[config.mk]
export PLATFORM = sky130hd
export DESIGN_NAME = alu_control_md
export DESIGN_NICKNAME = d
export VERILOG_FILES = /design/src/rtl/alu_ctrl_pkg.sv /design/src/rtl/md_iter_unit.sv /design/src/rtl/alu_control_md.sv
export SDC_FILE = /design/constraint.sdc
export NUM_CORES = 1
export LEC_CHECK = 0
export ABC_CLOCK_PERIOD_IN_PS = 4500
export BUFFER_PORTS_ARGS = -buffer_cell sky130_fd_sc_hd__buf_2
export CAP_MARGIN = 40
export CORE_ASPECT_RATIO = 0.9
export CORE_UTILIZATION = 50
export CTS_CLUSTER_SIZE = 28
export DETAILED_ROUTE_END_ITERATION = 7
export PLACE_DENSITY = 0.82
export SYNTH_ARGS = -nofsm -noshare
export SYNTH_HDL_FRONTEND = slang
export SYNTH_SLANG_ARGS = --single-unit
[constraint.sdc]
create_clock -name clk -period 4.5 [get_ports clk]
set_clock_uncertainty 0.2 [all_clocks]
set_input_delay 0.9 -clock clk [delete_from_list [all_inputs] [get_ports clk]]
set_output_delay 0.9 -clock clk [all_outputs]
set_load 0.02 [all_outputs]
[src/rtl/alu_ctrl_pkg.sv]
// alu_ctrl_pkg: ALUOp/funct encodings, ALU operation codes, hilo selects and mult/div FSM states.
package alu_ctrl_pkg;
  localparam logic [3:0] ALUOP_ADDI = 4'b0000, ALUOP_LW = 4'b0001, ALUOP_SW = 4'b0010, ALUOP_ORI = 4'b0011;
  localparam logic [3:0] ALUOP_ANDI = 4'b0100, ALUOP_LUI = 4'b0101, ALUOP_BEQ = 4'b0110, ALUOP_BNE = 4'b0111;
  localparam logic [3:0] ALUOP_RTYPE = 4'b1111;
  localparam logic [5:0] F_SLL = 6'h00, F_SRL = 6'h02, F_JR = 6'h08, F_MFHI = 6'h10, F_MFLO = 6'h12;
  localparam logic [5:0] F_MULT = 6'h18, F_MULTU = 6'h19, F_DIV = 6'h1A, F_DIVU = 6'h1B;
  localparam logic [5:0] F_ADD = 6'h20, F_SUB = 6'h22, F_AND = 6'h24, F_OR = 6'h25, F_NOR = 6'h27, F_SLT = 6'h2A;
  localparam logic [3:0] OP_AND = 4'b0000, OP_OR = 4'b0001, OP_NOR = 4'b0010, OP_ADD = 4'b0011, OP_SUB = 4'b0100;
  localparam logic [3:0] OP_LUI = 4'b0101, OP_SLL = 4'b0110, OP_SRL = 4'b0111, OP_SLT = 4'b1000, OP_NOP = 4'b1001;
  localparam logic [1:0] HL_ALU = 2'b00, HL_HI = 2'b01, HL_LO = 2'b10;
  typedef enum logic [1:0] {IDLE, RUN, FIX} md_state_e;
endpackage

[src/rtl/md_iter_unit.sv]
// md_iter_unit: iterative shift-add multiplier / restoring divider on operand magnitudes, with sign fixup and HI/LO.
module md_iter_unit
  import alu_ctrl_pkg::*;
#(
  parameter int W = 32
) (
  input  logic         clk,
  input  logic         reset,
  input  logic         start_i,
  input  logic         is_div_i,
  input  logic         is_signed_i,
  input  logic [W-1:0] a_i,
  input  logic [W-1:0] b_i,
  output logic         busy_o,
  output logic         done_o,
  output logic [W-1:0] hi_o,
  output logic [W-1:0] lo_o
);
  localparam int CW = $clog2(W);
  md_state_e state_q, state_d;
  logic [CW-1:0] cnt_q, cnt_d;
  logic [W-1:0] r_q, r_d, q_q, q_d, b_q, b_d, hi_q, hi_d, lo_q, lo_d;
  logic div_q, div_d, negq_q, negq_d, nega_q, nega_d, done_q, done_d;
  logic sa, sb;
  logic [W-1:0] abs_a, abs_b;
  logic [W:0] msum, shl, diff;
  logic [2*W-1:0] prod;
  assign sa = is_signed_i & a_i[W-1];
  assign sb = is_signed_i & b_i[W-1];
  assign abs_a = sa ? -a_i : a_i;
  assign abs_b = sb ? -b_i : b_i;
  assign msum = {1'b0, r_q} + {1'b0, q_q[0] ? b_q : '0};
  assign shl = {r_q, q_q[W-1]};
  assign diff = shl - {1'b0, b_q};
  assign prod = negq_q ? -{r_q, q_q} : {r_q, q_q};
  // r_q is the product high half or partial remainder; q_q is the multiplier or quotient shift register
  always_comb begin
    state_d = state_q;
    cnt_d = cnt_q;
    r_d = r_q;
    q_d = q_q;
    b_d = b_q;
    div_d = div_q;
    negq_d = negq_q;
    nega_d = nega_q;
    hi_d = hi_q;
    lo_d = lo_q;
    done_d = 1'b0;
    if (state_q == IDLE && start_i) begin
      state_d = RUN;
      cnt_d = '0;
      r_d = '0;
      q_d = abs_a;
      b_d = abs_b;
      div_d = is_div_i;
      negq_d = sa ^ sb;
      nega_d = sa;
    end else if (state_q == RUN) begin
      state_d = (cnt_q == CW'(W - 1)) ? FIX : RUN;
      cnt_d = cnt_q + CW'(1);
      r_d = div_q ? (diff[W] ? shl[W-1:0] : diff[W-1:0]) : msum[W:1];
      q_d = div_q ? {q_q[W-2:0], ~diff[W]} : {msum[0], q_q[W-1:1]};
    end else if (state_q == FIX) begin
      state_d = IDLE;
      done_d = 1'b1;
      hi_d = div_q ? (nega_q ? -r_q : r_q) : prod[2*W-1:W];
      lo_d = div_q ? ((b_q == '0) ? '1 : (negq_q ? -q_q : q_q)) : prod[W-1:0];
    end
  end
  always_ff @(posedge clk) begin
    if (reset) begin
      state_q <= IDLE;
      cnt_q <= '0;
      r_q <= '0;
      q_q <= '0;
      b_q <= '0;
      div_q <= 1'b0;
      negq_q <= 1'b0;
      nega_q <= 1'b0;
      hi_q <= '0;
      lo_q <= '0;
      done_q <= 1'b0;
    end else begin
      state_q <= state_d;
      cnt_q <= cnt_d;
      r_q <= r_d;
      q_q <= q_d;
      b_q <= b_d;
      div_q <= div_d;
      negq_q <= negq_d;
      nega_q <= nega_d;
      hi_q <= hi_d;
      lo_q <= lo_d;
      done_q <= done_d;
    end
  end
  assign busy_o = state_q != IDLE;
  assign done_o = done_q;
  assign hi_o = hi_q;
  assign lo_o = lo_q;
endmodule

[src/rtl/alu_control_md.sv]
// alu_control_md: ALU control decode plus mult/div unit with HI/LO and stall handshake.
module alu_control_md
  import alu_ctrl_pkg::*;
#(
  parameter int DATA_WIDTH  = 32,
  parameter int ALUOP_WIDTH = 4,
  parameter int FUNCT_WIDTH = 6,
  parameter int OPER_WIDTH  = 4
) (
  input  logic                   clk,
  input  logic                   reset,
  input  logic                   valid_i,
  input  logic [ALUOP_WIDTH-1:0] alu_op_i,
  input  logic [FUNCT_WIDTH-1:0] funct_i,
  input  logic [DATA_WIDTH-1:0]  rs_data_i,
  input  logic [DATA_WIDTH-1:0]  rt_data_i,
  output logic [OPER_WIDTH-1:0]  alu_operation_o,
  output logic                   jr_o,
  output logic [1:0]             hilo_sel_o,
  output logic                   stall_o,
  output logic                   md_busy_o,
  output logic                   md_done_o,
  output logic [DATA_WIDTH-1:0]  hi_o,
  output logic [DATA_WIDTH-1:0]  lo_o
);
  logic rtype, is_md, is_mf, busy;
  logic [3:0] op;
  assign rtype = alu_op_i == ALUOP_RTYPE;
  assign is_md = rtype & (funct_i == F_MULT | funct_i == F_MULTU | funct_i == F_DIV | funct_i == F_DIVU);
  assign is_mf = rtype & (funct_i == F_MFHI | funct_i == F_MFLO);
  always_comb begin
    op = OP_NOP;
    if (rtype) begin
      case (funct_i)
        F_AND:   op = OP_AND;
        F_OR:    op = OP_OR;
        F_NOR:   op = OP_NOR;
        F_ADD:   op = OP_ADD;
        F_SUB:   op = OP_SUB;
        F_SLL:   op = OP_SLL;
        F_SRL:   op = OP_SRL;
        F_SLT:   op = OP_SLT;
        default: op = OP_NOP;
      endcase
    end else begin
      case (alu_op_i)
        ALUOP_ADDI, ALUOP_LW, ALUOP_SW: op = OP_ADD;
        ALUOP_ORI:                      op = OP_OR;
        ALUOP_ANDI:                     op = OP_AND;
        ALUOP_LUI:                      op = OP_LUI;
        ALUOP_BEQ, ALUOP_BNE:           op = OP_SUB;
        default:                        op = OP_NOP;
      endcase
    end
  end
  assign alu_operation_o = OPER_WIDTH'(op);
  assign jr_o = rtype & (funct_i == F_JR);
  assign hilo_sel_o = !rtype ? HL_ALU : (funct_i == F_MFHI) ? HL_HI : (funct_i == F_MFLO) ? HL_LO : HL_ALU;
  assign stall_o = valid_i & busy & (is_md | is_mf);
  assign md_busy_o = busy;
  // funct bit 1 separates DIV* from MULT*, bit 0 marks the unsigned variants
  md_iter_unit #(.W(DATA_WIDTH)) u_md (
    .clk        (clk),
    .reset      (reset),
    .start_i    (valid_i & is_md & ~busy),
    .is_div_i   (funct_i[1]),
    .is_signed_i(~funct_i[0]),
    .a_i        (rs_data_i),
    .b_i        (rt_data_i),
    .busy_o     (busy),
    .done_o     (md_done_o),
    .hi_o       (hi_o),
    .lo_o       (lo_o)
  );
endmodule

==> results.yml <==
power:
  share_comb_of_total_power: 0.347
  total_switching_power_mw: 1.87
  p_leak_nw: 6.06
  p_sw_frac: 0.391
  p_int_mw: 2.92
  power-per-cell-area_nw_per_um2: 310
  seqPwrFrac: 0.336
  vdd.ir_drop.worst_uv: 265
  p_clk_frac: 0.317
placed_design:
  io_buffer_count: 150
  placedCellCount: 2247
  detailed_place_hpwl_mm: 32.3
  post-place-ws_ns: 0.429
  placement.cell_area_sq_um: 14800
  place_congestion: 0.968
synth:
  synth_area_leader_cell: "sky130_fd_sc_hd__dfxtp_1"
  postSynthCellCount: 1836
  synth_edf_count: 0
  mappedNetlistArea_sq_um: 13900
  ys_warn_count: 0
  post_synth.cell_area_avg_sq_um: 7.55
  postSynth.topFlopCell: "sky130_fd_sc_hd__dfxtp_1"
  synth-seq-area-share: 0.247
  netlist.area_leader.share: 0.247
  post_synth_main_area_contributors: "sky130_fd_sc_hd__dfxtp_1 (25%), sky130_fd_sc_hd__nor2_1 (7.6%), sky130_fd_sc_hd__a211oi_1 (7.4%)"
  post_synth_num_cell_types: 77
  synth_nets: 1988
  ys_async_sr_fraction: 0
  ys_seq_elements: 171
global_route:
  first_pass_grt_wire_length_mm: 66.2
  grt_overflow_total: 0
  number_of_antenna_violations_at_the_first_check_in_global_routing: 0
  grt_pass1_vias: 12500
  grt_util_all_layers: 0.291
  grt_max_degree: 81
sta:
  achievable-frequency_ghz: 0.239
  final-max-slew-violation-count: 0
  finalCritPeriodShare: 0.929
  maxSlewHeadroom: 0.417
  timing.final.setup_violations: 0
  finalCriticalPeriod_ns: 4.18
  fin_hold_ws_ns: 0.273
  max_slew.worst_pin.slew_ns: 0.875
  finalHoldViolations: 0
  setup_total_negative_slack_ns: 0
  rsz0062_at_grt: "no"
  setup_ws_ns: 0.319
critical_path:
  worst_ep_required_time_ns: 4.68
  wp_data_arrival_ns: 4.36
  worstPathMaxFanout: 20
  cp-end-kind: "register"
  worstSetupStartpointType: "register"
  critPathKind: "reg -> reg"
detailed_routing:
  drt_first_pass_iters: 6
  initialDrtViolationCount: 1718
  post_drt_wl_per_cell_um: 18.6
  final_antenna_violating_net_count: 0
  vias: 14000
  drc: 0
  routed_wirelength_mm: 42.5
  vias_per_cell: 6.14
cts:
  h-tree-depth: 4
  post-cts-setup-buffer-count: 0
  inserted_clock_buffers: 17
  clk_transition_reported_paths_ns: 0.08
  cts_sinks: 171
  cts_hold_repair.buffers: 0
  post_cts_resized: 0
  clock-root-buffer: "sky130_fd_sc_hd__clkbuf_16"
  cts_max_path_buffers: 2
  clock_tree_from_tritoncts: "yes"
  worst_skew_pair.late_latency_ns: 0.45
final_layout:
  num_antenna_cells: 0
  layout.cell_area.non_filler_sq_um: 15400
  nNetsFinal: 2066
  final_common_cell: "sky130_fd_sc_hd__nor2_1"
  layout_common_cells: "sky130_fd_sc_hd__nor2_1 (279), sky130_fd_sc_hd__dfxtp_1 (170), sky130_fd_sc_hd__buf_2 (149), sky130_fd_sc_hd__a211oi_1 (137), sky130_fd_sc_hd__nand2_1 (131)"
  final_cells: 2281
  syn_to_final_growth_pct: 11.3
  layout.filler_cells: 2552
  drive_gt1_frac: 0.126
floorplanning:
  die_area_sq_um: 28400
  num_io_pins: 151
  coreArea_sq_um: 27100
  start_util: 0.512
  die_outline_height_um: 160
  die_x_um: 178
  std_cell_rows: 57
run:
  maxCapViolations: 0
run_status:
  outcome: "finished clean"
worst_hold_path:
  worst_hold_path_type: "reg -> reg"
==> critical path: stages, from the launching register on <==
cell and delay (ns):
sky130_fd_sc_hd__dfxtp_1 0.54, sky130_fd_sc_hd__inv_1 0.20, sky130_fd_sc_hd__fa_1 0.46, sky130_fd_sc_hd__nor2b_1 0.29, sky130_fd_sc_hd__o31ai_1 0.17, sky130_fd_sc_hd__a21oi_1 0.24
sky130_fd_sc_hd__a41o_1 0.33, sky130_fd_sc_hd__a21oi_1 0.10, sky130_fd_sc_hd__nor2_1 0.27, sky130_fd_sc_hd__o221ai_4 0.27, sky130_fd_sc_hd__xor2_2 0.19, sky130_fd_sc_hd__buf_4 0.31
sky130_fd_sc_hd__mux2_2 0.37, sky130_fd_sc_hd__a31oi_1 0.16
==> flip-flops by register name (all words and copies together), names as in the netlist <==
signal,count
u_md.lo_o,32
u_md.cnt_q,5
u_md.state_q,2
u_md.negq_q,1
u_md.b_q,32
u_md.div_q,1
u_md.nega_q,1
u_md.r_q,32
u_md.q_q,32
u_md.hi_o,32
u_md.done_o,1
==> cell type report <==
cell class                 count  area [sq um]  area share
clock buffer                  17           425      0.0276
clock inverter                15           176      0.0114
inverter                      51           191      0.0124
multi-input combinational   1498          9810       0.636
sequential                   171          3430       0.222
tap                          354           443      0.0287
timing repair buffer         175           951      0.0616
==> metrics by stage <==
step,total power [mW],util
final,4.79,0.569
after global routing,4.98,0.569
after CTS,4.75,0.569
after detailed placement,3.25,0.546
after global placement,3.23,0.545
after floorplan,2.81,-
==> power groups by stage <==
stage                     Combinational, mW  Clock (mW)  Sequential, mW
after floorplan                        1.20           0            1.61
after global placement                 1.59           0            1.64
after detailed placement               1.61           0            1.64
after CTS                              1.62        1.53            1.60
after global routing                   1.78        1.58            1.61
final                                  1.66        1.52            1.61
==> path summary, 6_finish.rpt <==
path	endpoint	from	cells after the start	slack [ns]
min	u_md.hi_o[1]	u_md.hi_o[1]	2	0.27
min reg2reg	u_md.hi_o[1]	u_md.hi_o[1]	2	0.27
max reg2reg	u_md.r_q[21]	u_md.r_q[0]	13	0.32
max	u_md.r_q[21]	u_md.r_q[0]	13	0.32
==> metal layers <==
layer | global-route usage | up-vias | part of all wire
met3 | 0.0714 | 44 | 0.11
li1 | - | 6822 | -
met1 | 0.443 | 6436 | 0.47
met2 | 0.407 | 697 | 0.40
met4 | 0.0614 | 0 | 0.013
met5 | 0 | - | 0
==> cell families (layout without fill, tap and decap cells) <==
kind of cell | Yosys count | in the layout | synth area share
flops | 171 | 171 | 0.247
simple gates | 638 | 638 | 0.214
fa+ha+maj | 75 | 75 | 0.0688
xor+xnor | 175 | 175 | 0.111
compound gates | 536 | 536 | 0.259
buf+inv | 167 | 258 | 0.0467
mux | 74 | 74 | 0.0538
==> synthesized netlist by cell type (15+ instances only) <==
cell type	number
sky130_fd_sc_hd__a21o_1	31
sky130_fd_sc_hd__nor2_1	280
sky130_fd_sc_hd__dfxtp_1	171
sky130_fd_sc_hd__inv_1	50
sky130_fd_sc_hd__mux2i_1	70
sky130_fd_sc_hd__nor4_1	21
sky130_fd_sc_hd__clkbuf_1	103
sky130_fd_sc_hd__xor2_1	103
sky130_fd_sc_hd__o21ai_0	106
sky130_fd_sc_hd__a31oi_1	15
sky130_fd_sc_hd__o31ai_1	30
sky130_fd_sc_hd__xnor2_1	71
sky130_fd_sc_hd__ha_1	73
sky130_fd_sc_hd__nand3_1	37
sky130_fd_sc_hd__nand2b_1	28
sky130_fd_sc_hd__nor3_1	34
sky130_fd_sc_hd__a211oi_1	137
sky130_fd_sc_hd__nor2b_1	17
sky130_fd_sc_hd__a21oi_1	114
sky130_fd_sc_hd__or3_1	20
sky130_fd_sc_hd__nand2_1	131
No activity file was read; power rests on OpenSTA's default activity.
